===== src/rtl/fetch_pc_ctrl.sv =====
// fetch_pc_ctrl: owns the fetch PC, applies EX-resolved redirects, generates
// IF/ID and ID/EX squash bubbles for wrong-path instructions, handles
// halt/resume, and counts taken redirects (saturating).
module fetch_pc_ctrl #(
    parameter int              PC_W         = 9,
    parameter logic [PC_W-1:0] RESET_PC     = '0,
    parameter int              FLUSH_CYCLES = 2
) (
    input  logic            clk,
    input  logic            reset,
    input  logic            stall,
    input  logic            pc_sel,
    input  logic [31:0]     br_pc,
    input  logic            halt_req,
    input  logic            resume,
    output logic [PC_W-1:0] pc,
    output logic            if_flush,
    output logic            id_flush,
    output logic            halted,
    output logic            misalign_err,
    output logic [15:0]     redirect_cnt
);

    typedef enum logic [1:0] {
        S_RUN   = 2'd0,
        S_FLUSH = 2'd1,
        S_HALT  = 2'd2
    } state_t;

    localparam logic [PC_W-1:0] PC_INC    = PC_W'(4);
    localparam logic [2:0]      FLUSH_LD  = 3'(FLUSH_CYCLES);

    state_t          state_q, state_d;
    logic [PC_W-1:0] pc_q, pc_d;
    logic [2:0]      fcnt_q, fcnt_d;
    logic            if_flush_q, if_flush_d;
    logic            id_flush_q, id_flush_d;
    logic            halted_q, halted_d;
    logic            mis_q, mis_d;
    logic [15:0]     rcnt_q, rcnt_d;

    // Redirect target is word aligned; address bits above the PC width are
    // dropped, and only the low two bits feed the misalignment flag.
    logic [PC_W-1:0] br_target;
    logic            br_misaligned;
    logic            unused_br_hi;

    assign br_target     = {br_pc[PC_W-1:2], 2'b00};
    assign br_misaligned = |br_pc[1:0];
    assign unused_br_hi  = ^br_pc[31:PC_W];

    // Next-state and next-output computation; priority halt_req > pc_sel > stall.
    always_comb begin
        state_d    = state_q;
        pc_d       = pc_q;
        fcnt_d     = fcnt_q;
        if_flush_d = if_flush_q;
        id_flush_d = id_flush_q;
        halted_d   = halted_q;
        mis_d      = mis_q;
        rcnt_d     = rcnt_q;

        case (state_q)
            S_RUN, S_FLUSH: begin
                if (halt_req) begin
                    // Freeze fetch; IF/ID keeps getting squashed while halted,
                    // any pending flush window is abandoned.
                    state_d    = S_HALT;
                    fcnt_d     = '0;
                    halted_d   = 1'b1;
                    if_flush_d = 1'b1;
                    id_flush_d = 1'b0;
                end else if (pc_sel) begin
                    state_d    = S_FLUSH;
                    pc_d       = br_target;
                    fcnt_d     = FLUSH_LD;
                    if_flush_d = 1'b1;
                    id_flush_d = 1'b1;
                    if (br_misaligned) mis_d = 1'b1;
                    if (rcnt_q != 16'hFFFF) rcnt_d = rcnt_q + 16'd1;
                end else if (state_q == S_FLUSH) begin
                    // Bubbles live in the pipe registers only, so fetch keeps
                    // advancing and stall is not honoured here.
                    pc_d   = pc_q + PC_INC;
                    fcnt_d = fcnt_q - 3'd1;
                    if (fcnt_q == 3'd1) begin
                        state_d    = S_RUN;
                        if_flush_d = 1'b0;
                        id_flush_d = 1'b0;
                    end
                end else if (!stall) begin
                    pc_d = pc_q + PC_INC;
                end
            end
            S_HALT: begin
                if (resume && !halt_req) begin
                    state_d    = S_RUN;
                    halted_d   = 1'b0;
                    if_flush_d = 1'b0;
                    id_flush_d = 1'b0;
                end
            end
            default: begin
                state_d    = S_RUN;
                fcnt_d     = '0;
                if_flush_d = 1'b0;
                id_flush_d = 1'b0;
                halted_d   = 1'b0;
            end
        endcase
    end

    // State and output registers; synchronous reset overrides everything.
    always_ff @(posedge clk) begin
        if (reset) begin
            state_q    <= S_RUN;
            pc_q       <= RESET_PC;
            fcnt_q     <= '0;
            if_flush_q <= 1'b0;
            id_flush_q <= 1'b0;
            halted_q   <= 1'b0;
            mis_q      <= 1'b0;
            rcnt_q     <= '0;
        end else begin
            state_q    <= state_d;
            pc_q       <= pc_d;
            fcnt_q     <= fcnt_d;
            if_flush_q <= if_flush_d;
            id_flush_q <= id_flush_d;
            halted_q   <= halted_d;
            mis_q      <= mis_d;
            rcnt_q     <= rcnt_d;
        end
    end

    assign pc           = pc_q;
    assign if_flush     = if_flush_q;
    assign id_flush     = id_flush_q;
    assign halted       = halted_q;
    assign misalign_err = mis_q;
    assign redirect_cnt = rcnt_q;

endmodule

===== config.mk =====
export PLATFORM = sky130hd
export DESIGN_NAME = fetch_pc_ctrl
export DESIGN_NICKNAME = d
export VERILOG_FILES = /design/src/rtl/fetch_pc_ctrl.sv
export SDC_FILE = /design/constraint.sdc
export NUM_CORES = 1
export LEC_CHECK = 0
export ABC_AREA = 0
export ABC_CLOCK_PERIOD_IN_PS = 1700
export BUFFER_PORTS_ARGS = -buffer_cell sky130_fd_sc_hd__buf_2
export CORE_MARGIN = 2
export CORE_UTILIZATION = 44
export DETAILED_ROUTE_END_ITERATION = 7
export GPL_TIMING_DRIVEN = 0
export PLACE_DENSITY_LB_ADDON = 0.05
export RECOVER_POWER = 100
export SLEW_MARGIN = 20
export SYNTH_ARGS = -nofsm -noshare
export SYNTH_HDL_FRONTEND = slang
export SYNTH_SLANG_ARGS = --single-unit

===== constraint.sdc =====
create_clock -name clk -period 1.7 [get_ports clk]
set_input_delay 0.085 -clock clk [delete_from_list [all_inputs] [get_ports clk]]
set_output_delay 0.085 -clock clk [all_outputs]
set_load 0.02 [all_outputs]

==> impl_summary.log, run 1 <==
[metrics] worst rel slew slack: 0.649
[metrics] multi-input gate area in the final layout: ~0.0011 mm^2
[metrics] multiplexer share of the synthesized area: 0.0616
[metrics] Die X: around 67 um
[metrics] required time at the worst-slack endpoint: ~1900 ps
[metrics] final routed DRC violation total: 0
[metrics] placed cell count: between 300 and 400
[metrics] dominant synthesized flop cell: sky130_fd_sc_hd__dfxtp_1
[metrics] crit share post-route: 0.969
[metrics] Clock Tree Buf Depth: 2
[metrics] startpoint of the worst-slack reg-to-reg timing path: redirect_cnt[0]
[metrics] number of detailed-routing iterations run before antenna repair: 4
[metrics] growth of design area from synthesis to finish: 25.8%
[metrics] Starting DRT DRC Count: 124
[metrics] warnings from Yosys: 0
[metrics] die area: between 0.004 and 0.005 mm^2
[metrics] async set-reset flop share out of synthesis: 0
[metrics] Worst Path Max Fanout: 6
[metrics] total via count in the routed design: between 1500 and 2000
[metrics] via-per-instance ratio: approximately 5.4
[metrics] terminating pin of the worst hold path: pc[2]
[metrics] overall track demand over capacity in global routing: 0.197
[metrics] sum of net half-perimeters after detailed placement: roughly 2900 um
[metrics] Total Routed Length: between 4000 and 5000 um
[metrics] PortBufs: 40
[metrics] initial standard-cell utilization of the core: 0.448
[metrics] number of antenna violations at the first check in global routing: 0
[metrics] Final Skew: roughly 5.4 ps
[metrics] global-route wire length before repair: ~6800 um
[metrics] number of global-route vias before repair: 1480
[metrics] type of the setup path with the least slack: reg2reg
[metrics] outcome: completed
[metrics] Synth Area in Compound Gates: 0.225
[metrics] adder-cell share of the synthesized area: 0.0283
[metrics] cell area after technology mapping: around 0.0018 mm^2
[metrics] final hold violation count: 0
[metrics] average wire length per cell after detail routing: about 13 um
[metrics] row count: 23
[metrics] Cell variety after synth: around 50
[metrics] worst hold slack: just under 90 ps
[metrics] Worst-Skew Late Latency: 280 ps
[metrics] clock-pin slew on the worst setup and hold paths: approximately 70 ps
[metrics] RR Endpoint: redirect_cnt[0]
[metrics] library cell with the largest summed area after synthesis: sky130_fd_sc_hd__dfxtp_1
[metrics] quantity of hold-fixing buffers added after cts: 0
[metrics] ratio of cells with drive above 1 in the final layout: 0.304
[metrics] Clk Tree Root Cell: sky130_fd_sc_hd__clkbuf_8
[metrics] clock tree sinks: 31
[metrics] remaining global-route overflow: 0
[metrics] Register-to-Register Setup Slack: 50 ps
[metrics] fill cell total of the finished layout: between 300 and 400
[metrics] number of pins with negative max-slew slack in the final report: 0
[metrics] worst r2r path cells: 6
[metrics] count of nets left with antenna violations after detail routing: 0
[metrics] area share of xor/xnor cells in the synthesized design: 0
[metrics] hold-critical path depth: 3
[metrics] CP endpoint kind: flip-flop
[metrics] highest clock frequency the design can meet: about 0.61 GHz
[metrics] maximum number of pins on one net before global-route repair: 11
[metrics] fraction of post-synthesis cell area in the top cell type by area: 0.351
[metrics] combinational family with the most area after synthesis: simple AND/OR/NAND/NOR gates
[metrics] kind of path behind the tightest hold check: in2reg
[metrics] final setup fails: 0
[metrics] number of synthesized register bits: 31
[metrics] Worst setup SP type: flip-flop
[metrics] Cell Pwr Density: a little under 700 mW/mm^2
[metrics] Synth Area in Simple Gates: 0.271
[metrics] CTS Buf Count: 5
[metrics] pin slew with the least headroom to its limit: ~530 ps
[metrics] I/O pins: 67
[metrics] Final nets: a little over 300
[metrics] placeable core region: between 0.003 and 0.004 mm^2
[metrics] clock tree from TritonCTS: built
[metrics] share of synthesized area occupied by flip-flops and latches: 0.351
[metrics] number of antenna diodes: 0
[metrics] area occupied by registers: between 600 and 700 um^2
[metrics] RD Place Congestion: 0.772
[metrics] number of synthesized flops with an enable pin: 0
[metrics] gate count after technology mapping: ~220
[metrics] most area-consuming cells after synthesis: sky130_fd_sc_hd__dfxtp_1, sky130_fd_sc_hd__a21oi_1, sky130_fd_sc_hd__nor2_1
[metrics] crit path time final: between 1500 and 2000 ps
[metrics] mean cell area of the mapped netlist: 8.22 um^2
[metrics] number of standard cells in the layout, taps in and fillers out: 320
[metrics] startpoint of the tightest hold check path: br_pc[2]
[metrics] die height: slightly below 70 um
[metrics] leakage: just over 0.9 nW
[metrics] count of H-tree levels built during CTS: 2
[metrics] worst vdd rail ir drop: approximately 0.00031 V
[metrics] summed negative setup slack over all endpoints: 0 ps
[metrics] Worst Path Arrival: roughly 1800 ps
[metrics] maximum capacitance violations: 0
## layout make-up
class	instances	area share
Multi-Input combinational cell	163	0.494
Sequential cell	31	0.284
Timing Repair Buffer	47	0.109
Buffer	14	0.0355
Clock buffer	7	0.0343
Tap cell	50	0.0282
Inverter	7	0.0118
Clock inverter	1	0.00225
## worst max-delay path, stage by stage, from the launching register on
cell and delay, ps:
sky130_fd_sc_hd__dfxtp_2 370, sky130_fd_sc_hd__ha_2 210, sky130_fd_sc_hd__nand3_4 110, sky130_fd_sc_hd__nor3_4 300
sky130_fd_sc_hd__buf_6 170, sky130_fd_sc_hd__a21oi_1 100, sky130_fd_sc_hd__mux2_2 280
## kinds of logic (layout without fill, tap and decap cells)
group / Yosys count / after routing
flops: 31 / 31
buf+inv: 22 / 76
other cells: 1 / 2
compound gates: 61 / 61
mux: 10 / 10
simple gates: 86 / 86
fa+ha+maj: 4 / 4
## what timing repair did
| action | in CTS | in global routing |
|---|---|---|
| gates resized for setup | 6 | 14 |
| setup endpoints to repair | 5 | 14 |
| gates cloned | 0 | 1 |
| endpoints found under the hold margin | 0 | 0 |
| setup buffers | 1 | 5 |
| pin swaps | 1 | 3 |
## worst max-delay path by stage
stage | startpoint | slack, ps | depth (start not counted) | endpoint
after global placement | state_q[1] | -130 | 5 | redirect_cnt[5]
after global routing | redirect_cnt[0] | -20 | 6 | redirect_cnt[0]
after detailed placement | state_q[1] | -130 | 5 | redirect_cnt[5]
final | redirect_cnt[0] | 50 | 6 | redirect_cnt[0]
after floorplan | redirect_cnt[4] | 60 | 5 | redirect_cnt[13]
after CTS | redirect_cnt[0] | 7 | 6 | redirect_cnt[9]
## registers in the layout, indices dropped and copies added (netlist names)
name / flops
halted: 1
state_q: 2
pc: 7
misalign_err: 1
fcnt_q: 3
redirect_cnt: 16
if_flush: 1
## synth_stat cells (all sizes together) (5+ instances only)
| library cell | number |
|---|---|
| a211oi | 8 |
| a21oi | 19 |
| buf | 9 |
| clkbuf | 6 |
| dfxtp | 31 |
| inv | 7 |
| mux2 | 7 |
| nand2 | 14 |
| nand2b | 8 |
| nand3 | 5 |
| nor2 | 24 |
| nor2b | 10 |
| o21ai | 11 |
| or4 | 5 |
## where the power goes
group | internal [mW] | switching [mW]
Combinational | 0.0815 | 0.121
Clock | 0.287 | 0.278
Sequential | 0.749 | 0.0217
Total | 1.12 | 0.421
## metrics by stage
stage,util,worst slack (ps),cell area [um^2],total power [mW]
floorplan,-,59.2,1770,0.919
global placement,0.516,-133,2040,0.983
detailed placement,0.516,-131,2040,0.983
CTS,0.545,6.71,2150,1.55
global route,0.564,-18.1,2220,1.61
finish,0.564,53.2,2220,1.54
## cells in the final DEF (no fill, tap or decap), drive strengths merged, types with 2 or more instances in the layout
master	n
a211oi	8
a21o	2
a21oi	19
a22o	2
a22oi	2
a311oi	2
a31oi	2
and3	4
buf	47
clkbuf	21
conb	2
dfxtp	31
ha	4
inv	7
mux2	7
mux2i	3
nand2	14
nand2b	8
nand3	5
nand4	4
nor2	24
nor2b	10
nor3	2
nor4	2
o21ai	11
o21bai	2
o2bb2ai	2
o31ai	4
or4	5
## per-layer routing
metal,track usage,routed length (um)
met5,0,0
met3,0.0417,224
met4,0.0765,25
met2,0.342,2030
met1,0.236,1960
Power figures use the tool's default switching activity.
==> run 2: changes to the inputs <==
--- a/config.mk
+++ b/config.mk
@@ -6,10 +6,10 @@
 export NUM_CORES = 1
 export LEC_CHECK = 0
 export ABC_AREA = 0
-export ABC_CLOCK_PERIOD_IN_PS = 1700
+export ABC_CLOCK_PERIOD_IN_PS = 1800
 export BUFFER_PORTS_ARGS = -buffer_cell sky130_fd_sc_hd__buf_2
 export CORE_MARGIN = 2
-export CORE_UTILIZATION = 44
+export CORE_UTILIZATION = 49
 export DETAILED_ROUTE_END_ITERATION = 7
 export GPL_TIMING_DRIVEN = 0
 export PLACE_DENSITY_LB_ADDON = 0.05
==> constraint.sdc (replaced) <==
create_clock -name clk -period 1.8 [get_ports clk]
set_input_delay 0.09 -clock clk [delete_from_list [all_inputs] [get_ports clk]]
set_output_delay 0.09 -clock clk [all_outputs]
set_load 0.02 [all_outputs]
==> run 2 against run 1 <==
  * Worst setup slack gained 20 ps
  * Largest cell class unchanged
  * Fmax shrank 4.6%
  * Total power shrank 9.5%
  * Wire length shrank 1.7%
  * Utilization grew 7.6 points
  * First-iteration DRC count shrank 14%
  * Sequential share of layout area grew 0.30 points
  * Cell count shrank 1.3%
  * Sequential cell count is the same
==> impl_summary.log, run 2 (synthesized netlist as in run 1, its figures left out) <==
[metrics] clock-pin slew on the worst setup and hold paths: ~100 ps
[metrics] leakage: between 0.9 and 1 nW
[metrics] Starting DRT DRC Count: between 100 and 150
[metrics] placed cell count: a little over 300
[metrics] crit path time final: 1730 ps
[metrics] Worst Path Max Fanout: 10
[metrics] required time at the worst-slack endpoint: a little over 2000 ps
[metrics] pin slew with the least headroom to its limit: approximately 580 ps
[metrics] cell-by-cell listing of the critical path: ha_1 > nand3_2 > nor3_4 > buf_4 > a21oi_1 > mux2_2
[metrics] final setup fails: 0
[metrics] number of standard cells in the layout, taps in and fillers out: approximately 320
[metrics] clock tree from TritonCTS: built
[metrics] Clk Tree Root Cell: sky130_fd_sc_hd__clkbuf_4
[metrics] worst hold slack: approximately 42 ps
[metrics] count of nets left with antenna violations after detail routing: 0
[metrics] number of antenna violations at the first check in global routing: 0
[metrics] I/O pins: 67
[metrics] RD Place Congestion: ~0.88
[metrics] CP max stage delay: approximately 380 ps
[metrics] number of detailed-routing iterations run before antenna repair: 4
[metrics] Slowest cell on crit path: sky130_fd_sc_hd__dfxtp_2
[metrics] Final Skew: 6.32 ps
[metrics] fill cell total of the finished layout: roughly 320
[metrics] growth of design area from synthesis to finish: 22.7%
[metrics] Clock Tree Buf Depth: 2
[metrics] type of the setup path with the least slack: reg2reg
[metrics] CP endpoint kind: flip-flop
[metrics] remaining global-route overflow: 0
[metrics] Register-to-Register Setup Slack: ~74 ps
[metrics] launching instance or port of the critical path: redirect_cnt[0]
[metrics] max reg flops: 16
[metrics] number of pins with negative max-slew slack in the final report: 0
[metrics] worst rel slew slack: 0.613
[metrics] final routed DRC violation total: 0
[metrics] startpoint of the worst-slack reg-to-reg timing path: redirect_cnt[0]
[metrics] number of antenna diodes: 0
[metrics] quantity of hold-fixing buffers added after cts: 0
[metrics] kind of path behind the tightest hold check: in2reg
[metrics] initial standard-cell utilization of the core: 0.521
[metrics] number of global-route vias before repair: between 1500 and 2000
[metrics] clock tree sinks: 31
[metrics] Cell Pwr Density: 643 mW/mm^2
[metrics] crit share post-route: 0.959
[metrics] outcome: completed
[metrics] Worst-Skew Late Latency: around 330 ps
[metrics] Die X: roughly 64 um
[metrics] ratio of cells with drive above 1 in the final layout: 0.278
[metrics] worst r2r path cells: 6
[metrics] summed negative setup slack over all endpoints: 0 ps
[metrics] highest clock frequency the design can meet: a little under 0.6 GHz
[metrics] PortBufs: 40
[metrics] die area: between 0.004 and 0.005 mm^2
[metrics] worst vdd rail ir drop: 0.000442 V
[metrics] die height: around 64 um
[metrics] placeable core region: between 0.003 and 0.004 mm^2
[metrics] RR Endpoint: redirect_cnt[0]
[metrics] Final nets: about 310
[metrics] overall track demand over capacity in global routing: 0.214
[metrics] Total Routed Length: 4170 um
[metrics] setup slack after layout: 73.7 ps
[metrics] Worst Path Arrival: 1960 ps
[metrics] total via count in the routed design: approximately 1800
[metrics] commonest cells after routing, fill and taps aside: sky130_fd_sc_hd__buf_2, sky130_fd_sc_hd__dfxtp_1, sky130_fd_sc_hd__nor2_1
[metrics] Place WS: -70.9 ps
[metrics] count of H-tree levels built during CTS: 2
[metrics] maximum number of pins on one net before global-route repair: 11
[metrics] average wire length per cell after detail routing: 13.2 um
[metrics] CTS Buf Count: 5
[metrics] final hold violation count: 0
[metrics] global-route wire length before repair: about 6900 um
[metrics] via-per-instance ratio: between 5 and 6
[metrics] row count: 21
[metrics] CP Capture Point: redirect_cnt[0]
[metrics] startpoint of the tightest hold check path: br_pc[2]
[metrics] sum of net half-perimeters after detailed placement: 2880 um
[metrics] Worst setup SP type: flip-flop
[metrics] most common cell after layout, fill and taps aside: sky130_fd_sc_hd__buf_2
[metrics] maximum capacitance violations: 0
[run 2: changes by cell type in the layout (fill, tap and decap cells not counted), moves of 3 or more]
cell,delta
sky130_fd_sc_hd__buf_2,+3
sky130_fd_sc_hd__dfxtp_2,-7
sky130_fd_sc_hd__dfxtp_1,+7
sky130_fd_sc_hd__clkbuf_1,-3
sky130_fd_sc_hd__clkbuf_8,-3
sky130_fd_sc_hd__clkbuf_4,+5
[run 2: repair_timing]
action	4_1_cts	5_1_grt
setup endpoints to repair	4	9
gates resized for setup	0	8
buffers inserted	3	3
pin swaps	1	2
[run 2: where the power goes]
part	switching, mW	internal (mW)	leakage [nW]
Sequential	0.0165	0.707	0.253
Combinational	0.116	0.0782	0.634
Clock	0.246	0.230	0.0386
Total	0.379	1.01	0.925
[run 2: how the worst min path moves through the flow]
stage	endpoint	slack (ps)	cells past startpoint
2_1_floorplan	pc[2]	260	2
3_3_place_gp	pc[2]	390	3
3_5_place_dp	pc[2]	400	3
6_report	pc[2]	40	3
5_1_grt	pc[2]	40	3
4_1_cts	pc[2]	20	3
[run 2: area by class of cell]
cell class / instances / area (um^2) / area share
multi-input combinational: 163 / 1070 / 0.496
timing repair buffer: 46 / 238 / 0.110
clock buffer: 8 / 68.8 / 0.0317
buffer: 15 / 80.1 / 0.0369
inverter: 7 / 26.3 / 0.0121
sequential: 31 / 623 / 0.287
tap: 46 / 57.6 / 0.0265
[run 2: worst max-delay path, delay by kind of cell, from the launching register on]
kind | cells | cell delay, ps
compound gates | 1 | 130
simple gates | 2 | 410
buf+inv | 1 | 220
mux | 1 | 290
fa+ha+maj | 1 | 190
flops | 1 | 380
[run 2: per-stage QoR]
stage          total power [mW]  cell area (um^2)   util
2_1_floorplan             0.867              1770      -
3_3_place_gp              0.925              2030  0.598
3_5_place_dp              0.927              2030  0.598
4_1_cts                    1.41              2120  0.625
5_1_grt                    1.46              2170  0.640
6_report                   1.39              2170  0.640
[run 2: metal layers]
metal	up-vias	track usage	wire [um]	part of all wire
li1	886	-	-	-
met1	812	0.271	1930	0.46
met2	59	0.354	1960	0.47
met3	6	0.0528	228	0.055
met4	0	0.0734	55	0.013
met5	-	0	0	0
==> run 3: changes to the inputs <==
--- a/config.mk
+++ b/config.mk
@@ -7,13 +7,14 @@
 export LEC_CHECK = 0
 export ABC_AREA = 0
 export ABC_CLOCK_PERIOD_IN_PS = 1800
-export BUFFER_PORTS_ARGS = -buffer_cell sky130_fd_sc_hd__buf_2
+export CORE_ASPECT_RATIO = 1.5
 export CORE_MARGIN = 2
-export CORE_UTILIZATION = 49
+export CORE_UTILIZATION = 50
 export DETAILED_ROUTE_END_ITERATION = 7
+export DONT_BUFFER_PORTS = 1
 export GPL_TIMING_DRIVEN = 0
 export PLACE_DENSITY_LB_ADDON = 0.05
-export RECOVER_POWER = 100
+export RECOVER_POWER = 25
 export SLEW_MARGIN = 20
 export SYNTH_ARGS = -nofsm -noshare
 export SYNTH_HDL_FRONTEND = slang
==> run 3 against run 2 <==
  * Clock skew decreased by 2.5 ps
  * Sequential power rose by 3.2%
  * Clock power is 28% higher
  * First-iteration DRC count fell by 62%
  * Wire length grew 6.6%
==> impl_summary.log, run 3 (synthesized netlist as in run 1, its figures left out) <==
[metrics] ratio of cells with drive above 1 in the final layout: 0.209
[metrics] clock tree sinks: 31
[metrics] placeable core region: between 0.003 and 0.004 mm^2
[metrics] crit share post-route: 0.976
[metrics] average wire length per cell after detail routing: approximately 16 um
[metrics] max reg flops: 16
[metrics] worst rel slew slack: 0.649
[metrics] final routed DRC violation total: 0
[metrics] remaining global-route overflow: 0
[metrics] Clock Tree Buf Depth: 2
[metrics] pin slew with the least headroom to its limit: roughly 530 ps
[metrics] number of pins with negative max-slew slack in the final report: 0
[metrics] I/O pins: 67
[metrics] final hold violation count: 0
[metrics] startpoint of the worst-slack reg-to-reg timing path: redirect_cnt[12]
[metrics] Clk Tree Root Cell: sky130_fd_sc_hd__clkbuf_8
[metrics] total via count in the routed design: about 1600
[metrics] count of H-tree levels built during CTS: 2
[metrics] initial standard-cell utilization of the core: 0.522
[metrics] startpoint of the tightest hold check path: br_pc[0]
[metrics] type of the setup path with the least slack: reg2reg
[metrics] PortBufs: 0
[metrics] leakage: between 0.7 and 0.8 nW
[metrics] maximum capacitance violations: 0
[metrics] Die X: ~53 um
[metrics] overall track demand over capacity in global routing: 0.236
[metrics] crit path time final: about 1800 ps
[metrics] CTS Buf Count: 5
[metrics] clock tree from TritonCTS: built
[metrics] Worst Path Arrival: 1920 ps
[metrics] global-route wire length before repair: roughly 7300 um
[metrics] number of antenna diodes: 0
[metrics] Final Skew: roughly 3.8 ps
[metrics] Total Routed Length: 4440 um
[metrics] Final nets: roughly 270
[metrics] Worst Path Max Fanout: 10
[metrics] worst vdd rail ir drop: ~0.00057 V
[metrics] maximum number of pins on one net before global-route repair: 11
[metrics] placed cell count: around 260
[metrics] cell-by-cell listing of the critical path: nand2_1 > nor3_4 > buf_4 > a21oi_1 > mux2_2
[metrics] row count: 26
[metrics] commonest cells after routing, fill and taps aside: sky130_fd_sc_hd__nor2_1, sky130_fd_sc_hd__a21oi_1, sky130_fd_sc_hd__dfxtp_1
[metrics] required time at the worst-slack endpoint: between 1500 and 2000 ps
[metrics] number of standard cells in the layout, taps in and fillers out: 272
[metrics] number of antenna violations at the first check in global routing: 0
[metrics] number of global-route vias before repair: approximately 1700
[metrics] CP max stage delay: just under 600 ps
[metrics] most common cell after layout, fill and taps aside: sky130_fd_sc_hd__nor2_1
[metrics] Cell Pwr Density: roughly 740 mW/mm^2
[metrics] Slowest cell on crit path: sky130_fd_sc_hd__dfxtp_1
[metrics] count of nets left with antenna violations after detail routing: 0
[metrics] worst hold slack: 29.1 ps
[metrics] highest clock frequency the design can meet: around 0.57 GHz
[metrics] die height: 76.8 um
[metrics] setup repair after global routing missed its margin: no
[metrics] sum of net half-perimeters after detailed placement: 3200 um
[metrics] number of detailed-routing iterations run before antenna repair: 4
[metrics] kind of path behind the tightest hold check: in2reg
[metrics] launching instance or port of the critical path: redirect_cnt[12]
[metrics] Worst setup SP type: flip-flop
[metrics] growth of design area from synthesis to finish: 14.7%
[metrics] CP endpoint kind: flip-flop
[metrics] final setup fails: 0
[metrics] Starting DRT DRC Count: 41
[metrics] die area: between 0.004 and 0.005 mm^2
[metrics] via-per-instance ratio: 6.03
[metrics] clock-pin slew on the worst setup and hold paths: ~70 ps
[metrics] Worst-Skew Late Latency: roughly 280 ps
[metrics] outcome: completed
[metrics] RD Place Congestion: about 0.83
==> run 3: final timing paths <==
| path | endpoint | slack, ps | cells after the start |
|---|---|---|---|
| min | misalign_err | 30 | 2 |
| max reg2reg | redirect_cnt[0] | 40 | 5 |
| min reg2reg | fcnt_q[1] | 470 | 2 |
| max | redirect_cnt[0] | 40 | 5 |
==> run 3: final cells by class <==
| cell class | instances | area, um^2 |
|---|---|---|
| repair buffers | 6 | 50.0 |
| well taps | 42 | 52.6 |
| fillers | 310 | 1360 |
| inverters | 7 | 26.3 |
| clock buffers | 8 | 100 |
| plain buffers | 15 | 80.1 |
| multi-input cells | 163 | 1080 |
| flip-flops and latches | 31 | 641 |
==> run 3: metrics by stage <==
stage	cell area (um^2)	total power, mW	utilization	TNS (ps)	setup WS [ps]
after detailed placement	1820	0.900	0.539	-1350	-184
after global routing	2030	1.58	0.599	0	1.35
after floorplan	1770	0.867	-	0	56.3
after global placement	1820	0.893	0.539	-1100	-173
after CTS	1990	1.51	0.589	0	2.07
final	2030	1.51	0.599	0	43.0
==> run 3: where the power goes <==
part	switching, mW	internal [mW]	total (mW)	leakage, nW
Sequential	0.0404	0.705	0.746	0.259
Clock	0.260	0.349	0.609	0.0515
Combinational	0.0871	0.0637	0.151	0.458
==> run 3: per-layer routing <==
layer | part of all wire | up-vias | global-route usage
li1 | - | 802 | -
met1 | 0.39 | 769 | 0.241
met3 | 0.062 | 14 | 0.0720
met4 | 0.028 | 0 | 0.105
met5 | 0 | - | 0
met2 | 0.52 | 54 | 0.420
==> run 3: timing repair <==
action,in CTS,in global routing
buffers inserted,2,2
pin swaps,2,1
cloned,0,0
resized for setup,10,10
endpoints found under the setup margin,12,11
hold endpoints to repair,2,0
hold buffers,2,0
==> run 3: worst max-delay path: cells and delay by family (launching register included) <==
family                 cells  cell delay (ps)
AO/OA/AOI/OAI              1              120
buffers and inverters      1              210
flip-flops                 1              590
multiplexers               1              280
AND/OR/NAND/NOR            2              440
